## src/rtl/program_loader.sv

```systemverilog
// Instruction-memory writer: assembles a length-prefixed byte stream into 32-bit words
// and writes them at consecutive word addresses while holding the core stalled.
module program_loader #(
   parameter int ADDR_W    = 10,
   parameter int BASE_ADDR = 0
) (
   input  logic              clock,
   input  logic              reset,
   input  logic              start,
   input  logic              in_valid,
   input  logic [7:0]        in_data,
   output logic              in_ready,
   output logic              imem_we,
   output logic [ADDR_W-1:0] imem_addr,
   output logic [31:0]       imem_wdata,
   output logic              core_hold,
   output logic              busy,
   output logic              done,
   output logic              error
);

   typedef enum logic [2:0] {
      S_IDLE,
      S_LEN_HI,
      S_LEN_LO,
      S_DATA,
      S_LAST,
      S_DONE,
      S_ERR
   } state_t;

   // Number of words that fit between BASE_ADDR and the top of memory.
   localparam logic [16:0]       MAX_WORDS = 17'((1 << ADDR_W) - BASE_ADDR);
   localparam logic [ADDR_W-1:0] BASE      = ADDR_W'(BASE_ADDR);

   state_t              state_q, state_d;
   logic [15:0]         count_q, count_d;
   logic [1:0]          idx_q, idx_d;
   logic [31:0]         asm_q, asm_d;
   logic [ADDR_W-1:0]   addr_cnt_q, addr_cnt_d;
   logic                we_q, we_d;
   logic [ADDR_W-1:0]   addr_q, addr_d;
   logic [31:0]         wdata_q, wdata_d;
   logic                accept;
   logic [15:0]         len_full;
   logic [31:0]         word_full;

   assign in_ready   = (state_q == S_LEN_HI) || (state_q == S_LEN_LO) || (state_q == S_DATA);
   assign busy       = (state_q == S_LEN_HI) || (state_q == S_LEN_LO) ||
                       (state_q == S_DATA)   || (state_q == S_LAST);
   assign done       = (state_q == S_DONE);
   assign error      = (state_q == S_ERR);
   assign core_hold  = (state_q != S_DONE);
   assign imem_we    = we_q;
   assign imem_addr  = addr_q;
   assign imem_wdata = wdata_q;

   assign accept    = in_valid && in_ready;
   assign len_full  = {count_q[15:8], in_data};
   assign word_full = {asm_q[23:0], in_data};

   always_comb begin
      state_d    = state_q;
      count_d    = count_q;
      idx_d      = idx_q;
      asm_d      = asm_q;
      addr_cnt_d = addr_cnt_q;
      we_d       = 1'b0;
      addr_d     = addr_q;
      wdata_d    = wdata_q;
      case (state_q)
         S_IDLE, S_DONE, S_ERR: begin
            if (start) begin
               state_d    = S_LEN_HI;
               addr_cnt_d = BASE;
               count_d    = 16'd0;
               idx_d      = 2'd0;
            end
         end
         S_LEN_HI: begin
            if (accept) begin
               count_d = {in_data, count_q[7:0]};
               state_d = S_LEN_LO;
            end
         end
         S_LEN_LO: begin
            if (accept) begin
               count_d = len_full;
               idx_d   = 2'd0;
               if (len_full == 16'd0) begin
                  state_d = S_DONE;
               end else if ({1'b0, len_full} > MAX_WORDS) begin
                  state_d = S_ERR;
               end else begin
                  state_d = S_DATA;
               end
            end
         end
         S_DATA: begin
            if (accept) begin
               asm_d = word_full;
               idx_d = idx_q + 2'd1;
               // Fourth byte: register the write so it appears on the following cycle.
               if (idx_q == 2'd3) begin
                  we_d       = 1'b1;
                  addr_d     = addr_cnt_q;
                  wdata_d    = word_full;
                  addr_cnt_d = addr_cnt_q + ADDR_W'(1);
                  count_d    = count_q - 16'd1;
                  if (count_q == 16'd1) begin
                     state_d = S_LAST;
                  end
               end
            end
         end
         S_LAST: begin
            state_d = S_DONE;
         end
         default: begin
            state_d = S_IDLE;
         end
      endcase
   end

   always_ff @(posedge clock) begin
      if (reset) begin
         state_q    <= S_IDLE;
         count_q    <= 16'd0;
         idx_q      <= 2'd0;
         asm_q      <= 32'd0;
         addr_cnt_q <= '0;
         we_q       <= 1'b0;
         addr_q     <= '0;
         wdata_q    <= 32'd0;
      end else begin
         state_q    <= state_d;
         count_q    <= count_d;
         idx_q      <= idx_d;
         asm_q      <= asm_d;
         addr_cnt_q <= addr_cnt_d;
         we_q       <= we_d;
         addr_q     <= addr_d;
         wdata_q    <= wdata_d;
      end
   end

endmodule
```

## config.mk

```make
export PLATFORM = sky130hd
export DESIGN_NAME = program_loader
export DESIGN_NICKNAME = d
export VERILOG_FILES = /design/src/rtl/program_loader.sv
export SDC_FILE = /design/constraint.sdc
export NUM_CORES = 1
export LEC_CHECK = 0
export CORE_ASPECT_RATIO = 0.7
export CORE_MARGIN = 2
export CORE_UTILIZATION = 50
export CTS_BUF_LIST = sky130_fd_sc_hd__clkbuf_8
export DETAILED_ROUTE_END_ITERATION = 10
export PLACE_DENSITY = 0.85
export SKIP_LAST_GASP = 1
export SLEW_MARGIN = 15
export SYNTH_ARGS = -nofsm -noshare
export SYNTH_HDL_FRONTEND = slang
export SYNTH_SLANG_ARGS = --single-unit
```

## constraint.sdc

```tcl
create_clock -name clock -period 2.5 [get_ports clock]
set_clock_uncertainty 0.05 [all_clocks]
set_input_delay 0.375 -clock clock [delete_from_list [all_inputs] [get_ports clock]]
set_output_delay 0.375 -clock clock [all_outputs]
set_load 0.02 [all_outputs]
```

# Word-level counts from Yosys, hierarchy flattened
# Cells that the tools add are included.
op_classes:
  n_reduce_logical: 18
  eq_ne: 15
  mux: 24
  magnitude_cmp: 1
  n_bitwise: 4
  n_addsub: 3
op_table:
  columns: ["cell", "count"]
  rows:
  - ["$mux 16", 4]
  - ["$pmux 16 s4", 1]
  - ["$mux 10", 3]
  - ["$mux 3", 8]
  - ["$pmux 10 s2", 1]
  - ["$reduce_and 6->1", 3]
  - ["$eq 16x1->1 const B", 1]
  - ["$gt 16x11->1 const B", 1]
  - ["$logic_not 16->1", 1]
  - ["$sub 16x1->16 const B", 1]
  - ["$pmux 3 s5", 1]
  - ["$add 10x1->10 const B", 1]
  - ["$eq 3x3->1 const B", 3]
  - ["$mux 8", 1]
  - ["$ne 2x2->1 const B", 4]
  - ["$reduce_and 4->1", 2]
  - ["$eq 3x2->1 const B", 2]
  - ["$mux 2", 3]
  - ["$pmux 2 s3", 1]
  - ["$reduce_bool 3->1", 2]
  - ["$reduce_or 3->1", 2]
  - ["$ne 2x1->1 const B", 2]
  - ["$not 1->1", 4]
  - ["$eq 3x1->1 const B", 1]
  - ["other kinds (10)", 12]
word_totals:
  elab_cells: 74
  in_bits: 12
  reg_bits: 98

# Logic depth before layout (Yosys ltp)
logic_depth:
  word_depth: 6
  mapped_depth: 8
  depth_no_buf: 7

# Least setup slack after synthesis
# No wires, ideal clock.
synth_path:
  path_type: "reg2reg"
  startpoint: "register count_q[8]"
  endpoint: "register state_q[2]"
  setup_time_ns: 0.088
  stages_incl_launch_ff: 8
  t_required_ns: 2.362
  arrival_ns: 2.221
  period_less_slack_ns: 2.359
  slack_ns: 0.141
  path_cell_list: "dfxtp_1 buf_6 or4_1 buf_2 or4_4 a211oi_4 o41ai_1 o32ai_2"
synth_via:
  elab_chain_cells: 5
  elab_cells_between_ends: 9
synth_rtl:
  columns: ["item", "line_no", "text"]
  rows:
  - ["start: declaration", "37", "logic [15:0] count_q, count_d;"]
  - ["start signal: assignment", "137", "count_q <= count_d;"]
  - ["$gt 16x11->1", "92", "end else if ({1'b0, len_full} > MAX_WORDS) begin"]
  - ["$mux 3", "92", null]
  - ["$mux 3", "90", "if (len_full == 16'd0) begin"]
  - ["$mux 3", "87", "if (accept) begin"]
  - ["$pmux 3 s5", "71", "case (state_q)"]
  - ["end signal: assignment", "136", "state_q <= state_d;"]
  - ["end: declaration", "36", "state_t state_q, state_d;"]
# Parallel ways exist; a longest one is shown, timed or not. The select of a mux whose other input is x is not followed.
# A chain may end at the register's enable or synchronous reset.

# Final worst setup path
layout_path:
  startpoint: "register count_q[12]"
  endpoint: "register state_q[2]"
# Same word-level chain as after synthesis.

==> out/results.tsv <==
metric	value	unit
postCtsSetupRepairBufs	0	
routed-via-count	4075	
synth-seq-cells	98	
synth_warnings	0	
cts_inserted_buffers	9	
max_cap_viol_count	0	
p_leak	1.792	nW
cells_taking_the_most_area_after_synthesis	sky130_fd_sc_hd__dfxtp_1 (46%), sky130_fd_sc_hd__nand2_1 (13%), sky130_fd_sc_hd__a21oi_1 (10%)	
grt_start_max_net_pins	62	
grt_pass1_vias	3725	
finalHoldViolCount	0	
ir_drop	0.3509	mV
critical_path_peak_fanout	6	
io_pins	60	
ys_async_rst_share	0	%
gr-usage-met2	38.15	%
synth_edf_count	0	
synth_top_cell_by_area	sky130_fd_sc_hd__dfxtp_1	
timing.final.setup_violations	0	
max_freq	408.7	MHz
per_cell_routed_wire_length	15.24	um
setup.worst_path.start_class	register	
power.density_cell_area	727.5	nW/um2
post_cts_clock_slew_at_the_launch_and_capture_registers_of_the_worst_setup_and_hold_paths	0.09	ns
most_frequently_used_flop_master_after_synthesis	sky130_fd_sc_hd__dfxtp_1	
synth_top_cell_area_share	46.08	%
synth_nets	568	
drt-total-wl	10960	um
syn-cell-area	4258	um2
cpMaxStageDelayCell	sky130_fd_sc_hd__or4_1	
crit_chain	or4_1 -> or4_4 -> a211oi_4 -> o41ai_2 -> o32ai_2	
finalPower	3.807	mW
worst-slew-pin-transition	0.6393	ns
maxSlewViolCount	0	
fraction_of_final_layout_cells_with_drive_strength_greater_than_1	9.283	%
gr-max-usage-layer	met2	
crit_buf_inv	0	
grt_overflow_total	0	
timing.max_slew.rel_slack	57.38	%
initialDrtViolationCount	335	
slowest_delay	0.66	ns
timing.critical_path.arrival	2.68	ns
area_grow_syn2layout	22.92	%
worstPathRequired	2.73	ns
antenna_violating_nets_post_route	0	
postSynthAreaPerCell	7.713	um2
clock_sink_count	98	
gp_congestion	0.9390	
synth_most_common_cell	sky130_fd_sc_hd__nand2_1	
detailed_place_hpwl	7726	um
outcome	finished clean	
fp-row-count	28	
synth.distinct_cells	53	
ys_top_cells_by_count	sky130_fd_sc_hd__nand2_1 (153), sky130_fd_sc_hd__dfxtp_1 (98), sky130_fd_sc_hd__a21oi_1 (89)	
initial_antenna_violation_count	0	
grt_first_pass_wirelength	18000	um
n_fill_cell	747	
start_util	50.85	%
die_width	114.3	um
nets	625	
htree_levels	3	
io_buffers	59	
design.die.area	9281	um2
timing.critical_path.to_type	register	
clockRootBuffer	sky130_fd_sc_hd__clkbuf_8	
grt_setup_unrepaired	yes	
antennaDiodeCount	0	
path_class	reg -> reg	
grt.met1_usage	33.60	%
postSynthCellCount	552	
grt_util_met3	6.791	%
drc_errors	0	
worst_path_dominant_cell_family	simple AND/OR/NAND/NOR gates	
drt_pre_antenna_iters	6	
clk-insertion-delay-late	0.37	ns
min_path_type	in -> reg	
post-place-cells	703	
layout.cells.non_filler	719	
finalCritPeriodShare	97.87	%
dieHeight	81.21	um
seq_area_frac_synth	46.08	%
design.core.area	8373	um2
grt.total_usage	24.61	%
final.min_clock_period	2.447	ns
cts_tree	yes	
route.detailed.vias_per_inst	5.668	
cts-root-to-sink-buffers	2	
==> power breakdown <==
| group | internal, mW | total (mW) | leakage, nW | switching [mW] |
|---|---|---|---|---|
| registers | 1.62 | 1.72 | 0.791 | 0.0920 |
| logic | 0.448 | 1.16 | 0.910 | 0.709 |
| clock network | 0.389 | 0.934 | 0.0901 | 0.545 |
==> stage by stage <==
stage	utilization [%]	setup TNS, ns	instance area [um2]	hold WS (ns)	setup slack (ns)
6_report	62.51	0	5234	0.3354	0.05328
5_1_grt	62.51	-0.01271	5234	0.3324	-0.01271
4_1_cts	62.36	0	5221	0.3347	0.05260
3_5_place_dp	60.22	-0.01968	5042	0.3937	-0.01968
3_3_place_gp	60.22	0	5042	0.3898	0.02356
2_1_floorplan	-	0	4258	0.3821	0.1407
==> layer usage <==
metal,part of all wire (%),vias up,wire length (um)
met5,0,-,0
met4,1.1,0,118
met3,6.8,14,742
met2,45,150,4882
met1,48,1922,5215
li1,-,1989,-
==> area by class of cell <==
| class | instances | area [um2] | share of cell area (%) |
|---|---|---|---|
| sequential | 98 | 1964 | 37.53 |
| multi-input combinational | 403 | 2108 | 40.28 |
| tap | 105 | 131.4 | 2.510 |
| timing repair buffer | 85 | 805.8 | 15.40 |
| inverter | 12 | 45.04 | 0.8606 |
| clock inverter | 6 | 41.29 | 0.7889 |
| clock buffer | 10 | 137.6 | 2.630 |
==> cells by family (layout without fill, tap and decap cells) <==
group,count (synthesis),count (layout),share of synthesized area (%)
AND/OR/NAND/NOR,246,246,26.01
flip-flops,98,98,46.08
XOR/XNOR,12,12,2.469
buffers and inverters,51,113,4.731
multiplexers,1,1,0.2351
AO/OA/AOI/OAI,140,140,19.31
adder cells (fa/ha/maj),4,4,1.175
==> worst paths after layout <==
| kind | startpoint | to | slack (ns) | cells after the start |
|---|---|---|---|---|
| hold / removal | reset | addr_cnt_q[0] | 0.34 | 2 |
| hold reg to reg | asm_q[22] | imem_wdata[30] | 0.41 | 2 |
| setup reg to reg | count_q[12] | state_q[2] | 0.05 | 5 |
| setup / recovery | count_q[12] | state_q[2] | 0.05 | 5 |
==> cells in the final DEF, fill, tap and decap left out, drive strengths merged, types with 10 or more instances in the layout <==
| master | count |
|---|---|
| a21oi | 89 |
| nor2 | 28 |
| inv | 14 |
| nand2 | 153 |
| clkbuf | 10 |
| dfxtp | 98 |
| buf | 27 |
| nor3 | 10 |
| clkdlybuf4s50 | 58 |
| o21ai | 17 |
==> repair_timing <==
| item | 4_1_cts | 5_1_grt |
|---|---|---|
| hold buffers | 0 | 0 |
| resized for setup | 0 | 4 |
| setup endpoints to repair | 0 | 7 |
==> flip-flops by register name, indices dropped and copies added (netlist names) <==
| signal | flops |
|---|---|
| imem_wdata | 32 |
| state_q | 3 |
| imem_we | 1 |
| idx_q | 2 |
| asm_q | 24 |
| count_q | 16 |
| addr_cnt_q | 10 |
| imem_addr | 10 |
Note: power is estimated with default switching activity, not from simulation.
